**config.mk**
```make
export PLATFORM = sky130hd
export DESIGN_NAME = pipelined_cla_adder
export DESIGN_NICKNAME = d
export VERILOG_FILES = /design/src/rtl/adder_pkg.sv /design/src/rtl/cla_group.sv /design/src/rtl/pipelined_cla_adder.sv
export SDC_FILE = /design/constraint.sdc
export NUM_CORES = 1
export LEC_CHECK = 0
export BUFFER_PORTS_ARGS = -buffer_cell sky130_fd_sc_hd__buf_2
export CELL_PAD_IN_SITES_DETAIL_PLACEMENT = 1
export CELL_PAD_IN_SITES_GLOBAL_PLACEMENT = 2
export CORE_MARGIN = 2
export CORE_UTILIZATION = 44
export DETAILED_ROUTE_END_ITERATION = 10
export PLACE_DENSITY = 0.81
export SETUP_SLACK_MARGIN = 0.2
export SYNTH_ARGS = -nofsm -noshare
export SYNTH_HDL_FRONTEND = slang
export SYNTH_SLANG_ARGS = --single-unit
export TNS_END_PERCENT = 30
```
**constraint.sdc**
```tcl
create_clock -name clk -period 16.1 [get_ports clk]
set_input_delay 1.61 -clock clk [delete_from_list [all_inputs] [get_ports clk]]
set_output_delay 1.61 -clock clk [all_outputs]
set_load 0.02 [all_outputs]
```
**src/rtl/adder_pkg.sv**
```systemverilog
// Shared types and elaboration helpers for the pipelined CLA adder.
package adder_pkg;

  typedef struct packed {
    logic carry;
    logic sub;
    logic msb_cin;
  } stage_ctl_t;

  function automatic int ngroup(int w, int gw);
    return w / gw;
  endfunction

  function automatic int nstage(int w, int gw, int gps);
    return (w / gw) / gps;
  endfunction

  function automatic bit cfg_ok(int w, int gw, int gps);
    return (gw > 0) && (gps > 0) && (w % gw == 0) &&
           ((w / gw) % gps == 0);
  endfunction

endpackage

```
**src/rtl/cla_group.sv**
```systemverilog
// One combinational carry look-ahead group with group P/G and
// the carry into its top bit for signed overflow detection.
module cla_group
  import adder_pkg::*;
#(
  parameter int W = 4
) (
  input  logic [W-1:0] a_i,
  input  logic [W-1:0] b_i,
  input  logic         cin_i,
  output logic [W-1:0] sum_o,
  output logic         cout_o,
  output logic         p_o,
  output logic         g_o,
  output logic         ctop_o
);

  logic [W-1:0] p;
  logic [W-1:0] g;
  logic [W:0]   c;
  logic         gg;

  assign p = a_i ^ b_i;
  assign g = a_i & b_i;

  always_comb begin
    c    = '0;
    c[0] = cin_i;
    for (int i = 0; i < W; i++) begin
      c[i+1] = g[i] | (p[i] & c[i]);
    end
  end

  always_comb begin
    gg = 1'b0;
    for (int i = 0; i < W; i++) begin
      gg = g[i] | (p[i] & gg);
    end
  end

  assign sum_o  = p ^ c[W-1:0];
  assign cout_o = c[W];
  assign ctop_o = c[W-1];
  assign p_o    = &p;
  assign g_o    = gg;

endmodule

```
**src/rtl/pipelined_cla_adder.sv**
```systemverilog
// Pipelined add/sub built from CLA groups; the group carry ripples
// through a register every GPS groups, with valid/ready backpressure.
module pipelined_cla_adder
  import adder_pkg::*;
#(
  parameter int WIDTH   = 32,
  parameter int GROUP_W = 4,
  parameter int GPS     = 2
) (
  input  logic             clk,
  input  logic             rst,
  input  logic             in_valid,
  output logic             in_ready,
  input  logic [WIDTH-1:0] in_a,
  input  logic [WIDTH-1:0] in_b,
  input  logic             in_cin,
  input  logic             in_sub,
  output logic             out_valid,
  input  logic             out_ready,
  output logic [WIDTH-1:0] out_sum,
  output logic             out_cout,
  output logic             out_ovf,
  output logic             out_zero
);

  localparam int NG = ngroup(WIDTH, GROUP_W);
  localparam int L  = nstage(WIDTH, GROUP_W, GPS);

  if (!cfg_ok(WIDTH, GROUP_W, GPS)) begin : g_cfg_err
    $error("pipelined_cla_adder: bad WIDTH/GROUP_W/GPS");
  end

  logic               en_q;
  logic [L-1:0]       v_q;
  logic [L:0]         rdy;
  logic [L-1:0]       vin;
  logic [WIDTH-1:0]   sum_q [L];
  logic [WIDTH-1:0]   sum_d [L];
  logic [WIDTH-1:0]   a_q   [L];
  logic [WIDTH-1:0]   a_d   [L];
  logic [WIDTH-1:0]   b_q   [L];
  logic [WIDTH-1:0]   b_d   [L];
  stage_ctl_t         ctl_q [L];
  stage_ctl_t         ctl_d [L];

  logic [WIDTH-1:0]   b_eff;
  logic               cin_eff;
  logic [GROUP_W-1:0] gs  [NG];
  logic               gco [NG];
  logic               gct [NG];
  logic               gp  [NG];
  logic               gg  [NG];
  logic [NG-1:0]      gci;

  assign b_eff   = in_b ^ {WIDTH{in_sub}};
  assign cin_eff = in_cin ^ in_sub;

  for (genvar i = 0; i < NG; i++) begin : g_grp
    localparam int K = i / GPS;
    logic [GROUP_W-1:0] ga;
    logic [GROUP_W-1:0] gb;
    if (K == 0) begin : g_s0
      assign ga = in_a[i*GROUP_W +: GROUP_W];
      assign gb = b_eff[i*GROUP_W +: GROUP_W];
    end else begin : g_sk
      assign ga = a_q[K-1][i*GROUP_W +: GROUP_W];
      assign gb = b_q[K-1][i*GROUP_W +: GROUP_W];
    end
    cla_group #(.W(GROUP_W)) u_cla (
      .a_i    (ga),
      .b_i    (gb),
      .cin_i  (gci[i]),
      .sum_o  (gs[i]),
      .cout_o (gco[i]),
      .p_o    (gp[i]),
      .g_o    (gg[i]),
      .ctop_o (gct[i])
    );
  end

  // First group of a stage takes the previous stage's registered carry
  always_comb begin
    gci = '0;
    for (int i = 0; i < NG; i++) begin
      if (i == 0)
        gci[i] = cin_eff;
      else if (i % GPS == 0)
        gci[i] = ctl_q[i/GPS-1].carry;
      else
        gci[i] = gg[i-1] | (gp[i-1] & gci[i-1]);
    end
  end

  always_comb begin
    rdy    = '0;
    rdy[L] = out_ready;
    for (int k = L - 1; k >= 0; k--) begin
      rdy[k] = ~v_q[k] | rdy[k+1];
    end
  end

  always_comb begin
    for (int k = 0; k < L; k++) begin
      if (k == 0) begin
        vin[k]       = in_valid & en_q;
        a_d[k]       = in_a;
        b_d[k]       = b_eff;
        sum_d[k]     = '0;
        ctl_d[k].sub = in_sub;
      end else begin
        vin[k]       = v_q[k-1];
        a_d[k]       = a_q[k-1];
        b_d[k]       = b_q[k-1];
        sum_d[k]     = sum_q[k-1];
        ctl_d[k].sub = ctl_q[k-1].sub;
      end
      for (int j = 0; j < GPS; j++) begin
        sum_d[k][(k*GPS+j)*GROUP_W +: GROUP_W] = gs[k*GPS+j];
      end
      ctl_d[k].carry   = gco[k*GPS+GPS-1];
      ctl_d[k].msb_cin = (k == L - 1) ? gct[NG-1] : 1'b0;
    end
  end

  always_ff @(posedge clk or posedge rst) begin
    if (rst) begin
      en_q <= 1'b0;
      v_q  <= '0;
      for (int k = 0; k < L; k++) begin
        sum_q[k] <= '0;
        a_q[k]   <= '0;
        b_q[k]   <= '0;
        ctl_q[k] <= '0;
      end
    end else begin
      en_q <= 1'b1;
      for (int k = 0; k < L; k++) begin
        if (rdy[k])
          v_q[k] <= vin[k];
        if (rdy[k] & vin[k]) begin
          sum_q[k] <= sum_d[k];
          a_q[k]   <= a_d[k];
          b_q[k]   <= b_d[k];
          ctl_q[k] <= ctl_d[k];
        end
      end
    end
  end

  assign in_ready  = rdy[0] & en_q;
  assign out_valid = v_q[L-1];
  assign out_sum   = sum_q[L-1];
  assign out_cout  = ctl_q[L-1].carry;
  assign out_ovf   = ctl_q[L-1].carry ^ ctl_q[L-1].msb_cin;
  assign out_zero  = v_q[L-1] & ~|sum_q[L-1];

endmodule

```
# After elaboration in Yosys (flattened, before gate mapping)
# Cells that the tools add are included.
[totals]
wordCells = 156
in_bits = 70
output_inout_bits = 37
ff_bits = 282
[classes]
n_reduce_logical = 6
n_bitwise = 130
[ops]
columns = ["cell", "count"]
rows = [
  ["$xor 4x4->4", 16],
  ["$and 1x1->1", 51],
  ["$or 1x1->1", 48],
  ["$and 4x4->4", 8],
  ["$reduce_or 32->1", 1],
  ["$xor 32x32->32", 1],
  ["$reduce_and 4->1", 4],
  ["$not 1->1", 4],
  ["$xor 1x1->1", 2],
  ["$logic_not 1->1", 1],
]

# Logic depth before layout (Yosys ltp)
[logic_depth]
depth_word = 17
ltp_mapped = 13
depth_no_buf = 11

# Modules after synthesis
# A second synthesis with hierarchy kept.
[hier_totals]
cells_unflattened = 642
hier_area_um2 = 8886.0
[modules_own_cells]
columns = ["mod", "cells_per_inst", "area_per_inst_um2", "instances", "seq_area_each_um2"]
rows = [
  ["pipelined_cla_adder", 456, 7327.0, 1, 4654.5],
  ["cla_group at g_grp[0].u_cla ...", 23, 195.2, 6, 0.0],
  ["cla_group at g_grp[3].u_cla ...", 24, 193.9, 2, 0.0],
]

# Worst setup path after synthesis
# Ideal clock, no wire load.
[synth_path]
path_type = "input port to flip-flop"
startpoint = "in in_sub"
endpoint = "reg sum_q (netlist bit sum_d[71])"
arrival_ps = 4752
stages = 13
t_required_ps = 15975
n_path_buf = 2
slack_ps = 11223
path_cell_list = "clkbuf_1 buf_2 xor2_1 ha_1 nand2_1 o21ai_0 a31oi_1 fa_1 fa_1 fa_1 inv_1 fa_1 mux2_4"
[synth_between]
elab_chain_len = 16
word_cells_on_any_way = 22
[synth_lines]
columns = ["item", "line", "source"]
rows = [
  ["start, declared", "pipelined_cla_adder.sv:17", "input logic in_sub,"],
  ["$xor 32x32->32", "pipelined_cla_adder.sv:55", "assign b_eff = in_b ^ {WIDTH{in_sub}};"],
  ["$xor 4x4->4 / $and 4x4->4 (equally long branches)", "cla_group.sv:23, cla_group.sv:24", ""],
  ["$and 1x1->1", "cla_group.sv:37", "gg = g[i] | (p[i] & gg);"],
  ["$or 1x1->1", "cla_group.sv:37", ""],
  ["$and 1x1->1", "cla_group.sv:37", ""],
  ["$or 1x1->1", "cla_group.sv:37", ""],
  ["$and 1x1->1", "cla_group.sv:37", ""],
  ["$or 1x1->1", "cla_group.sv:37", ""],
  ["$or 1x1->1", "pipelined_cla_adder.sv:90", "gci[i] = gg[i-1] | (gp[i-1] & gci[i-1]);"],
  ["$and 1x1->1", "cla_group.sv:30", "c[i+1] = g[i] | (p[i] & c[i]);"],
  ["$or 1x1->1", "cla_group.sv:30", ""],
  ["$and 1x1->1", "cla_group.sv:30", ""],
  ["$or 1x1->1", "cla_group.sv:30", ""],
  ["$and 1x1->1", "cla_group.sv:30", ""],
  ["$or 1x1->1", "cla_group.sv:30", ""],
  ["$xor 4x4->4 *", "cla_group.sv:41", "assign sum_o = p ^ c[W-1:0];"],
  ["via g_grp[1].u_cla.sum_o[3]", "cla_group.sv:11", "output logic [W-1:0] sum_o,"],
  ["end signal, assigned by index", "pipelined_cla_adder.sv:141", "sum_q[k] <= sum_d[k];"],
  ["end, declared", "pipelined_cla_adder.sv:37", "logic [WIDTH-1:0] sum_q [L];"],
]
# Mark *: on every way through the listed nets, which the timed path passes. The rest lies on a longest branch.
# A chain may end at the register's enable or synchronous reset.

# Worst setup path in the final report
# Ends and elaborated chain as after synthesis.

==> reports/results.tsv <==
metric	value	unit
outcome	completed	
rsz0062_at_grt	false	
endpoint_kind	flop	
io_pins	107	
min_to	a_d[31]	
gr-usage-all-layers	18.5	%
antenna_found_initial	0	
cts-resized-gates	0	
skew	0.00836	ns
required	16.42	ns
io_buffers	106	
r2r_end	sum_d[47]	
power_density	168	nW/µm²
r2r_slack	12.90	ns
hold_class	flop to flop	
core	19300	µm²
cts_tree	done	
ys.flop_type	dfrtp_1	
die-area	20600	µm²
worstSetupPathType	primary input to flop	
rows	51	
reg2reg_from	a_d[72]	
synth_nets	702	
slowest_delay	0.70	ns
gr-total-overflow	0	
ant_nets	0	
synth_edf_count	0	
start_kind	primary input	
setup_viol_count_final	0	
root_buffer	clkbuf_16	
critPathSlowestCell	buf_2	
postCtsSetupRepairBufs	0	
async_flop_share	100	%
ys_warn_count	0	
synth-seq-cells	186	
reg2reg_depth	10	
multi_input_area	3590	µm²
critPathArrivalTime	5.26	ns
htreeDepth	4	
holdPathStages	1	
seq_area_frac_synth	54.3	%
fin_crit_sh	30.7	%
layout_min_cycle_time	4.94	ns
path_max_fanout	33	
cts.sinks	186	
drc	0	
max_freq	203	MHz
crit_chain	buf_2 -> xor2_1 -> ha_1 -> nand2_1 -> o21ai_0 -> a31oi_1 -> fa_1 -> fa_1 -> fa_1 -> inv_1 -> fa_1 -> mux2_4	
ir_worst_vdd	0.0819	mV
hold_viol	0	
setup-tns-final	0	ns
postCtsHoldBufs	0	
numCtsBuffers	17	
via_count	4859	
clockBufferDepth	2	
layout-drive-gt1-share	41.9	%
worstSkewPairLatency	0.43	ns
first_pass_iters	4	
floorplan.initialDensity	44.5	%
regArea	4650	µm²
hold_ws	0.506	ns
wire_per_inst	18.5	µm
p_leak	0.00465	µW
min_from	a_d[63]	
drtIter0Drc	174	
synth_area_per_cell	14.6	µm²
grt_pass1_vias	5350	
crit_top_cell	fa_1	
place_congestion	0.790	
cts.clk_slew.worst_paths	0.07	ns
slew_viol_final	0	
cap_violations	0	
syn_area	8580	µm²
num-fill-cells	1979	
syn_inst	588	
syn_to_final_growth	15.3	%
grt_pass1_wl	28900	µm
fp.dieW	144	µm
hpwl	13000	µm
timing.slew.headroom	30.1	%
vias_per_cell	5.01	
antenna_cells	0	
nNetsFinal	805	
die_h	144	µm
drt_wl_total	17900	µm
total_power	1670	µW
tightest_slew	1.05	ns
grt_max_degree	104	
synthDistinctLibCells	34	
through the flow:
| step | area, µm² | util (%) | setup WS, ns | cells |
|---|---|---|---|---|
| 2_1_floorplan | 8580 | - | 9.43 | 588 |
| 3_3_place_gp | 9300 | 48.2 | 10.79 | 937 |
| 3_5_place_dp | 9300 | 48.2 | 10.64 | 937 |
| 4_1_cts | 9890 | 51.3 | 11.11 | 969 |
| 5_1_grt | 9890 | 51.3 | 10.87 | 969 |
| 6_report | 9890 | 51.3 | 11.16 | 969 |
synth_stat cells, types with 9 or more instances:
master	n	area [µm²]
xor2_1	29	254
buf_6	9	101
a21oi_1	17	85.1
xnor2_1	9	78.8
fa_1	28	561
mux2_2	95	1070
mux2_4	53	796
nand2_1	9	33.8
dfrtp_1	186	4650
ha_1	16	200
o21ai_0	30	150
buf_2	12	60.1
mux2i_1	10	100
inv_1	42	158
critical path, delay by kind of cell:
kind / cells / cell delay [ns]
AO/OA/AOI/OAI: 2 / 0.31
AND/OR/NAND/NOR: 1 / 0.06
XOR/XNOR: 1 / 0.20
buffers and inverters: 2 / 0.79
adder cells (fa/ha/maj): 5 / 2.02
multiplexers: 1 / 0.26
power breakdown:
part	total (µW)	leakage, µW	switching, µW	internal, µW
clock	422	0.000290	188	233
sequential	753	0.00221	126	627
combinational	490	0.00216	234	256
total	1670	0.00465	548	1120
state kept, by name, summed over array words and instances (netlist names):
signal    count
b_d          48
v_q           4
en_q          1
ctl_q         4
a_d          48
out_cout      1
sum_d        48
out_sum      32
final cells by class:
type                    count  area share, %
well taps                 265           3.35
repair buffers            110           5.67
clock buffers              18           4.34
inverters                  42           1.64
clock inverters            14           1.63
multi-input cells         334           36.3
flip-flops and latches    186           47.1
worst max path at each step:
stage	start	to	cells after the start
final	in_sub	sum_d[71]	12
after CTS	in_sub	sum_d[71]	12
after global routing	in_sub	sum_d[71]	12
after global placement	in_sub	sum_d[71]	12
after floorplan	rst	a_d[24]	1
after detailed placement	in_sub	sum_d[71]	12
metal layers:
| layer | global-route usage (%) | share of wire (%) | up-vias |
|---|---|---|---|
| li1 | - | - | 2212 |
| met1 | 26.1 | 47 | 2539 |
| met2 | 29.4 | 48 | 87 |
| met3 | 2.97 | 2.8 | 21 |
| met4 | 6.60 | 1.7 | 0 |
| met5 | 0 | 0 | - |
cell usage in the layout (no fill, tap or decap), types with 2 or more instances in the layout:
| master | synthesis | final |
|---|---|---|
| ha_1 | 16 | 16 |
| xor2_1 | 29 | 29 |
| inv_8 | 0 | 2 |
| buf_2 | 12 | 106 |
| mux2_4 | 53 | 53 |
| dfrtp_1 | 186 | 186 |
| a21oi_1 | 17 | 17 |
| buf_4 | 2 | 4 |
| nand3_1 | 8 | 8 |
| a21o_1 | 4 | 4 |
| clkinv_4 | 0 | 2 |
| clkinv_2 | 0 | 2 |
| fa_1 | 28 | 28 |
| nand2b_1 | 3 | 3 |
| nor2_1 | 2 | 2 |
| inv_6 | 0 | 6 |
| o21ai_0 | 30 | 30 |
| nand2_1 | 9 | 9 |
| bufinv_16 | 0 | 2 |
| xnor2_1 | 9 | 9 |
| nor4_1 | 6 | 6 |
| mux2_2 | 95 | 95 |
| nand4_1 | 2 | 2 |
| mux2i_1 | 10 | 10 |
| clkbuf_16 | 0 | 17 |
| inv_1 | 42 | 41 |
cell families after synthesis:
family	synth area share (%)
AND/OR/NAND/NOR	2.63
AO/OA/AOI/OAI	3.27
adder cells (fa/ha/maj)	8.87
flip-flops	54.3
multiplexers	23.0
XOR/XNOR	3.88
buffers and inverters	4.03
other	0.0437
Note: power is estimated with default switching activity, not from simulation.
